**config.mk**
```make
export PLATFORM = sky130hd
export DESIGN_NAME = decode_ctrl
export DESIGN_NICKNAME = d
export VERILOG_FILES = /design/src/rtl/decode_pkg.sv /design/src/rtl/decode_ctrl_sign_extend.sv /design/src/rtl/decode_ctrl.sv
export SDC_FILE = /design/constraint.sdc
export NUM_CORES = 1
export LEC_CHECK = 0
export BUFFER_PORTS_ARGS = -buffer_cell sky130_fd_sc_hd__buf_4
export CORE_MARGIN = 5
export CORE_UTILIZATION = 40
export DETAILED_ROUTE_END_ITERATION = 10
export PLACE_DENSITY_LB_ADDON = 0.2
export SETUP_SLACK_MARGIN = 0.4
export SYNTH_ARGS = -nofsm -noshare
export SYNTH_HDL_FRONTEND = slang
export SYNTH_SLANG_ARGS = --single-unit
```
**constraint.sdc**
```tcl
create_clock -name clk -period 3.08 [get_ports clk]
set_input_delay 0.308 -clock clk [delete_from_list [all_inputs] [get_ports clk]]
set_output_delay 0.308 -clock clk [all_outputs]
set_load 0.05 [all_outputs]
```
**src/rtl/decode_pkg.sv**
```systemverilog
// Shared constants and types for the instruction-decode stage.
package decode_pkg;

  // Opcode class boundaries for instr[37:34]
  localparam logic [3:0] OP_R_LAST = 4'h7;
  localparam logic [3:0] OP_I_LAST = 4'hB;
  localparam logic [3:0] OP_M_LAST = 4'hD;
  localparam logic [3:0] OP_SHIFT  = 4'hE;
  localparam logic [3:0] OP_LIW    = 4'hF;

  // Field bit positions inside the instruction word
  localparam int unsigned OPC_HI = 37;
  localparam int unsigned OPC_LO = 34;
  localparam int unsigned RD_HI  = 33;
  localparam int unsigned RD_LO  = 29;
  localparam int unsigned RS1_HI = 28;
  localparam int unsigned RS1_LO = 24;
  localparam int unsigned RS2_HI = 23;
  localparam int unsigned RS2_LO = 19;

  // Immediate format selector
  typedef enum logic [1:0] {
    IMM_10   = 2'b00,
    IMM_16   = 2'b01,
    IMM_2    = 2'b10,
    IMM_NONE = 2'b11
  } imm_src_e;

  // FSM states
  localparam logic [0:0] S_IDLE = 1'b0;
  localparam logic [0:0] S_EXT  = 1'b1;

  // LIW classifies as IMM_NONE; its immediate comes from the concatenation path.
  function automatic imm_src_e classify(input logic [3:0] opcode);
    if (opcode <= OP_R_LAST) begin
      return IMM_NONE;
    end else if (opcode <= OP_I_LAST) begin
      return IMM_10;
    end else if (opcode <= OP_M_LAST) begin
      return IMM_16;
    end else if (opcode == OP_SHIFT) begin
      return IMM_2;
    end
    return IMM_NONE;
  endfunction

endpackage

```
**src/rtl/decode_ctrl_sign_extend.sv**
```systemverilog
// Combinational immediate sign extension driven by the classified format.
module decode_ctrl_sign_extend
  import decode_pkg::*;
#(
  parameter int unsigned DATA_W = 24
) (
  input  logic [15:0]       imm_bits,
  input  imm_src_e          imm_src,
  output logic [DATA_W-1:0] imm
);

  // Select and sign-extend the immediate field for the given format
  always_comb begin
    imm = '0;
    case (imm_src)
      IMM_10:  imm = {{(DATA_W - 10){imm_bits[9]}}, imm_bits[9:0]};
      IMM_16:  imm = {{(DATA_W - 16){imm_bits[15]}}, imm_bits[15:0]};
      IMM_2:   imm = {{(DATA_W - 2){imm_bits[1]}}, imm_bits[1:0]};
      default: imm = '0;
    endcase
  end

endmodule

```
**src/rtl/decode_ctrl.sv**
```systemverilog
// Registered decode stage: classifies opcodes, extends immediates and
// assembles the two-beat LIW instruction behind a valid/ready handshake.
module decode_ctrl
  import decode_pkg::*;
#(
  parameter int unsigned INSTR_W = 38,
  parameter int unsigned DATA_W  = 24,
  parameter int unsigned REG_W   = 5,
  parameter logic [3:0]  LIW_OP  = OP_LIW
) (
  input  logic               clk,
  input  logic               rst,
  input  logic               flush,
  input  logic               in_valid,
  output logic               in_ready,
  input  logic [INSTR_W-1:0] in_instr,
  output logic               out_valid,
  input  logic               out_ready,
  output logic [3:0]         out_opcode,
  output logic [REG_W-1:0]   out_rd,
  output logic [REG_W-1:0]   out_rs1,
  output logic [REG_W-1:0]   out_rs2,
  output logic [1:0]         out_imm_src,
  output logic [DATA_W-1:0]  out_imm
);

  logic [0:0]        state_q, state_d;
  logic [3:0]        hold_op_q;
  logic [REG_W-1:0]  hold_rd_q, hold_rs1_q, hold_rs2_q;
  logic [15:0]       hold_imm_q;

  logic [3:0]        in_op;
  logic [REG_W-1:0]  in_rd, in_rs1, in_rs2;
  logic              accept, is_liw, load, capture;
  imm_src_e          dec_src;
  logic [DATA_W-1:0] se_imm;

  logic [3:0]        ld_op;
  logic [REG_W-1:0]  ld_rd, ld_rs1, ld_rs2;
  logic [1:0]        ld_src;
  logic [DATA_W-1:0] ld_imm;

  // Bits [18:16] carry no decoded field
  logic unused_bits;
  assign unused_bits = ^in_instr[18:16];

  assign in_op  = in_instr[OPC_HI:OPC_LO];
  assign in_rd  = in_instr[RD_HI:RD_LO];
  assign in_rs1 = in_instr[RS1_HI:RS1_LO];
  assign in_rs2 = in_instr[RS2_HI:RS2_LO];

  assign in_ready = ~rst & ~flush & (~out_valid | out_ready);
  assign accept   = in_valid & in_ready;
  assign is_liw   = (in_op == LIW_OP);
  // In S_EXT any accepted beat is word 2, whatever its opcode field says
  assign load     = accept & ((state_q == S_EXT) | ~is_liw);
  assign capture  = accept & (state_q == S_IDLE) & is_liw;
  assign dec_src  = classify(in_op);

  decode_ctrl_sign_extend #(
    .DATA_W (DATA_W)
  ) u_sign_extend (
    .imm_bits (in_instr[15:0]),
    .imm_src  (dec_src),
    .imm      (se_imm)
  );

  // Choose the bundle to load: held LIW fields in S_EXT, fresh decode otherwise
  always_comb begin
    ld_op  = in_op;
    ld_rd  = in_rd;
    ld_rs1 = in_rs1;
    ld_rs2 = in_rs2;
    ld_src = dec_src;
    ld_imm = se_imm;
    if (state_q == S_EXT) begin
      ld_op  = hold_op_q;
      ld_rd  = hold_rd_q;
      ld_rs1 = hold_rs1_q;
      ld_rs2 = hold_rs2_q;
      ld_src = IMM_NONE;
      ld_imm = {in_instr[7:0], hold_imm_q};
    end
  end

  // Next-state logic for LIW sequencing
  always_comb begin
    state_d = state_q;
    if (flush) begin
      state_d = S_IDLE;
    end else if (accept) begin
      if (state_q == S_IDLE) begin
        state_d = is_liw ? S_EXT : S_IDLE;
      end else begin
        state_d = S_IDLE;
      end
    end
  end

  // FSM state register
  always_ff @(posedge clk) begin
    if (rst) begin
      state_q <= S_IDLE;
    end else begin
      state_q <= state_d;
    end
  end

  // Hold register for LIW word 1
  always_ff @(posedge clk) begin
    if (rst) begin
      hold_op_q  <= '0;
      hold_rd_q  <= '0;
      hold_rs1_q <= '0;
      hold_rs2_q <= '0;
      hold_imm_q <= '0;
    end else if (capture) begin
      hold_op_q  <= in_op;
      hold_rd_q  <= in_rd;
      hold_rs1_q <= in_rs1;
      hold_rs2_q <= in_rs2;
      hold_imm_q <= in_instr[15:0];
    end
  end

  // Output register: load, drain, or hold under back-pressure
  always_ff @(posedge clk) begin
    if (rst) begin
      out_valid   <= 1'b0;
      out_opcode  <= '0;
      out_rd      <= '0;
      out_rs1     <= '0;
      out_rs2     <= '0;
      out_imm_src <= '0;
      out_imm     <= '0;
    end else if (flush) begin
      out_valid <= 1'b0;
    end else if (load) begin
      out_valid   <= 1'b1;
      out_opcode  <= ld_op;
      out_rd      <= ld_rd;
      out_rs1     <= ld_rs1;
      out_rs2     <= ld_rs2;
      out_imm_src <= ld_src;
      out_imm     <= ld_imm;
    end else if (out_ready) begin
      out_valid <= 1'b0;
    end
  end

endmodule

```
==> results.json <==
{
  "drive_above_1_share_pct": 24.5,
  "synth_top_cell_by_area": "sky130_fd_sc_hd__dfxtp_1",
  "worst_ir_drop_vdd_uv": 265,
  "worst_r2r_startpoint": "state_q",
  "ys.flop_type": "sky130_fd_sc_hd__dfxtp_1",
  "min_period_ns": 2.26,
  "cellPowerDensity_nw_per_um2": 493,
  "final_critical_path_setup_slack_ns": 0.815,
  "overall_die_area_sq_um": 10700,
  "core_area_sq_um": 8640,
  "cts_resized": 0,
  "leakagePower_nw": 1.61,
  "clock_latency_at_the_later_pin_of_the_worst_skew_pair_ns": 0.35,
  "synth_seq_cells": 82,
  "clk_path_buf_depth": 2,
  "most_instantiated_library_cell_after_synthesis": "sky130_fd_sc_hd__dfxtp_1",
  "critPathLaunchType": "register",
  "cts_hold_repair.buffers": 0,
  "cts_inserted_buffers": 9,
  "run_status": "finished, final reports clean",
  "place_worst_setup_slack_ns": 0.869,
  "drt_wl_total_mm": 9.73,
  "fmaxAchievable_mhz": 442,
  "finalSetupTns_ns": 0,
  "finalWeightedCongestion": 0.750,
  "first_iter_violations": 252,
  "post_synth_num_cell_types": 30,
  "grt_pass1_vias": 3160,
  "worst_clock_skew_on_the_final_layout_ns": 0.00686,
  "setup_repair_bufs_after_cts": 0,
  "final.period_utilization_pct": 73.5,
  "die_y_microns": 104,
  "critPathMaxFanout": 36,
  "final_hold_viol_count": 0,
  "area_growth_syn_to_layout_pct": 23.0,
  "crit_path_kind": "register to register",
  "sinks_on_clock_net": 82,
  "synth_top_area_share_pct": 46.9,
  "layout.nets": 520,
  "drv_cap": 0,
  "unrepaired_setup_endpoints_after_global_routing": "false",
  "rrSetupSlack_ns": 0.82,
  "cts_tree": "done",
  "drv_slew": 0,
  "timing.hold.ws_ns": 0.226,
  "synth_edf_count": 0,
  "sequential_element_share_of_the_synthesized_area_pct": 46.9,
  "synthesis.instances": 410,
  "average_size_of_a_mapped_cell_sq_um": 8.54,
  "num_rows": 34,
  "ioPinCount": 90,
  "arrival_ns": 2.52,
  "critPathLaunch": "state_q",
  "dp.final_hpwl_mm": 6.38,
  "drt-pass1-iter-count": 5,
  "avgRoutedWirePerCell_microns": 16.5,
  "clk_transition_reported_paths_ns": 0.08,
  "yosys-top-cells-area": "sky130_fd_sc_hd__dfxtp_1, sky130_fd_sc_hd__a211oi_1, sky130_fd_sc_hd__o21ai_0",
  "worstSetupEndpointType": "register",
  "routed_via_density": 5.56,
  "synth-warning-count": 0,
  "synthTopCellsByCount": "sky130_fd_sc_hd__dfxtp_1, sky130_fd_sc_hd__nor2_1, sky130_fd_sc_hd__o21ai_0, sky130_fd_sc_hd__nand3_1, sky130_fd_sc_hd__a21oi_1",
  "min_from": "in_instr[29]",
  "mappedNetlistArea_sq_um": 3500,
  "antenna_found_initial": 0,
  "ant_nets": 0,
  "number_of_diodes": 0,
  "die_w_microns": 104,
  "grt_pass1_wl_mm": 16.1,
  "grt_remaining_overflow": 0,
  "floorplan.initialDensity_pct": 40.6,
  "syn-num-nets": 453,
  "clock-root-buffer": "sky130_fd_sc_hd__clkbuf_8",
  "synth-async-reset-ratio_pct": 0,
  "timing.hold.worst.class": "primary input to register",
  "timing_worst_slew_pin_value_ns": 0.881,
  "finalSetupViolations": 0,
  "drc_errors": 0,
  "slew-limit-headroom_pct": 41.3,
  "design_power_total_mw": 2.12,
  "critical_path_required_ns": 3.33,
  "gr-usage-all-layers_pct": 17.8,
  "grt_max_degree": 82,
  "portBuffers": 86,
  "final_util_pct": 49.9,
  "vias": 3275,
  "cts.htree.levels": 3
}
[power breakdown]
part,internal (mW),total [mW],switching (mW)
Sequential,1.09,1.11,0.0173
Combinational,0.120,0.361,0.241
Clock,0.284,0.651,0.368
Total,1.50,2.12,0.626
[worst max-delay path, stage by stage, from the launching register on]
cell and delay, ns:
sky130_fd_sc_hd__dfxtp_2 0.67, sky130_fd_sc_hd__nand2b_4 0.27, sky130_fd_sc_hd__o2111a_2 0.65, sky130_fd_sc_hd__buf_12 0.26, sky130_fd_sc_hd__nor2_1 0.06, sky130_fd_sc_hd__a211oi_1 0.22
[per-layer routing]
layer / track usage (%) / vias up / part of all wire, %
li1: - / 1609 / -
met5: 0 / - / 0
met3: 5.16 / 12 / 7.8
met2: 26.3 / 132 / 45
met4: 6.00 / 0 / 1.8
met1: 24.8 / 1522 / 46
[layout make-up]
type | instances | area [sq um]
Tap cell | 108 | 135
Timing Repair Buffer | 95 | 726
Fill cell | 872 | 4330
Clock inverter | 4 | 20.0
Clock buffer | 11 | 131
Multi-Input combinational cell | 280 | 1620
Sequential cell | 82 | 1640
Inverter | 9 | 33.8
[registers in the layout (all words and copies together), names as in the netlist, 5 cells and up]
signal      flops
hold_rd_q       5
hold_rs1_q      5
hold_imm_q     16
out_rs1         5
out_imm        24
hold_rs2_q      5
out_rd          5
out_rs2         5
[worst paths after layout]
check	end	cells past startpoint
worst min-delay path	hold_rd_q[0]	3
worst max register to register	out_rs1[4]	5
worst max-delay path	out_rs1[4]	5
worst min register to register	hold_op_q[1]	2
[metrics by stage]
stage / area [sq um] / cells
3_5_place_dp: 4160 / 574
4_1_cts: 4310 / 589
5_1_grt: 4310 / 589
2_1_floorplan: 3500 / 410
3_3_place_gp: 4160 / 574
6_report: 4310 / 589
[cells in the final DEF, fill, tap and decap left out, types with 5 or more instances in the layout]
cell and n:
sky130_fd_sc_hd__nor2_1 50, sky130_fd_sc_hd__a221oi_1 15, sky130_fd_sc_hd__a211oi_1 29, sky130_fd_sc_hd__nand2_1 12, sky130_fd_sc_hd__nand3_1 38, sky130_fd_sc_hd__mux2i_1 18
sky130_fd_sc_hd__nand3b_1 5, sky130_fd_sc_hd__clkbuf_8 9, sky130_fd_sc_hd__dfxtp_1 81, sky130_fd_sc_hd__o21ai_0 42, sky130_fd_sc_hd__buf_4 94, sky130_fd_sc_hd__inv_1 9
sky130_fd_sc_hd__nor3_1 17, sky130_fd_sc_hd__a21oi_1 37
[cell families (layout without fill, tap and decap cells)]
logic type,Yosys count,after routing,share of synthesized area [%]
flops,82,82,46.9
simple gates,134,134,18.0
mux,18,18,5.14
compound gates,128,128,23.0
buf+inv,48,119,6.97
(Power assumes the default switching activity.)
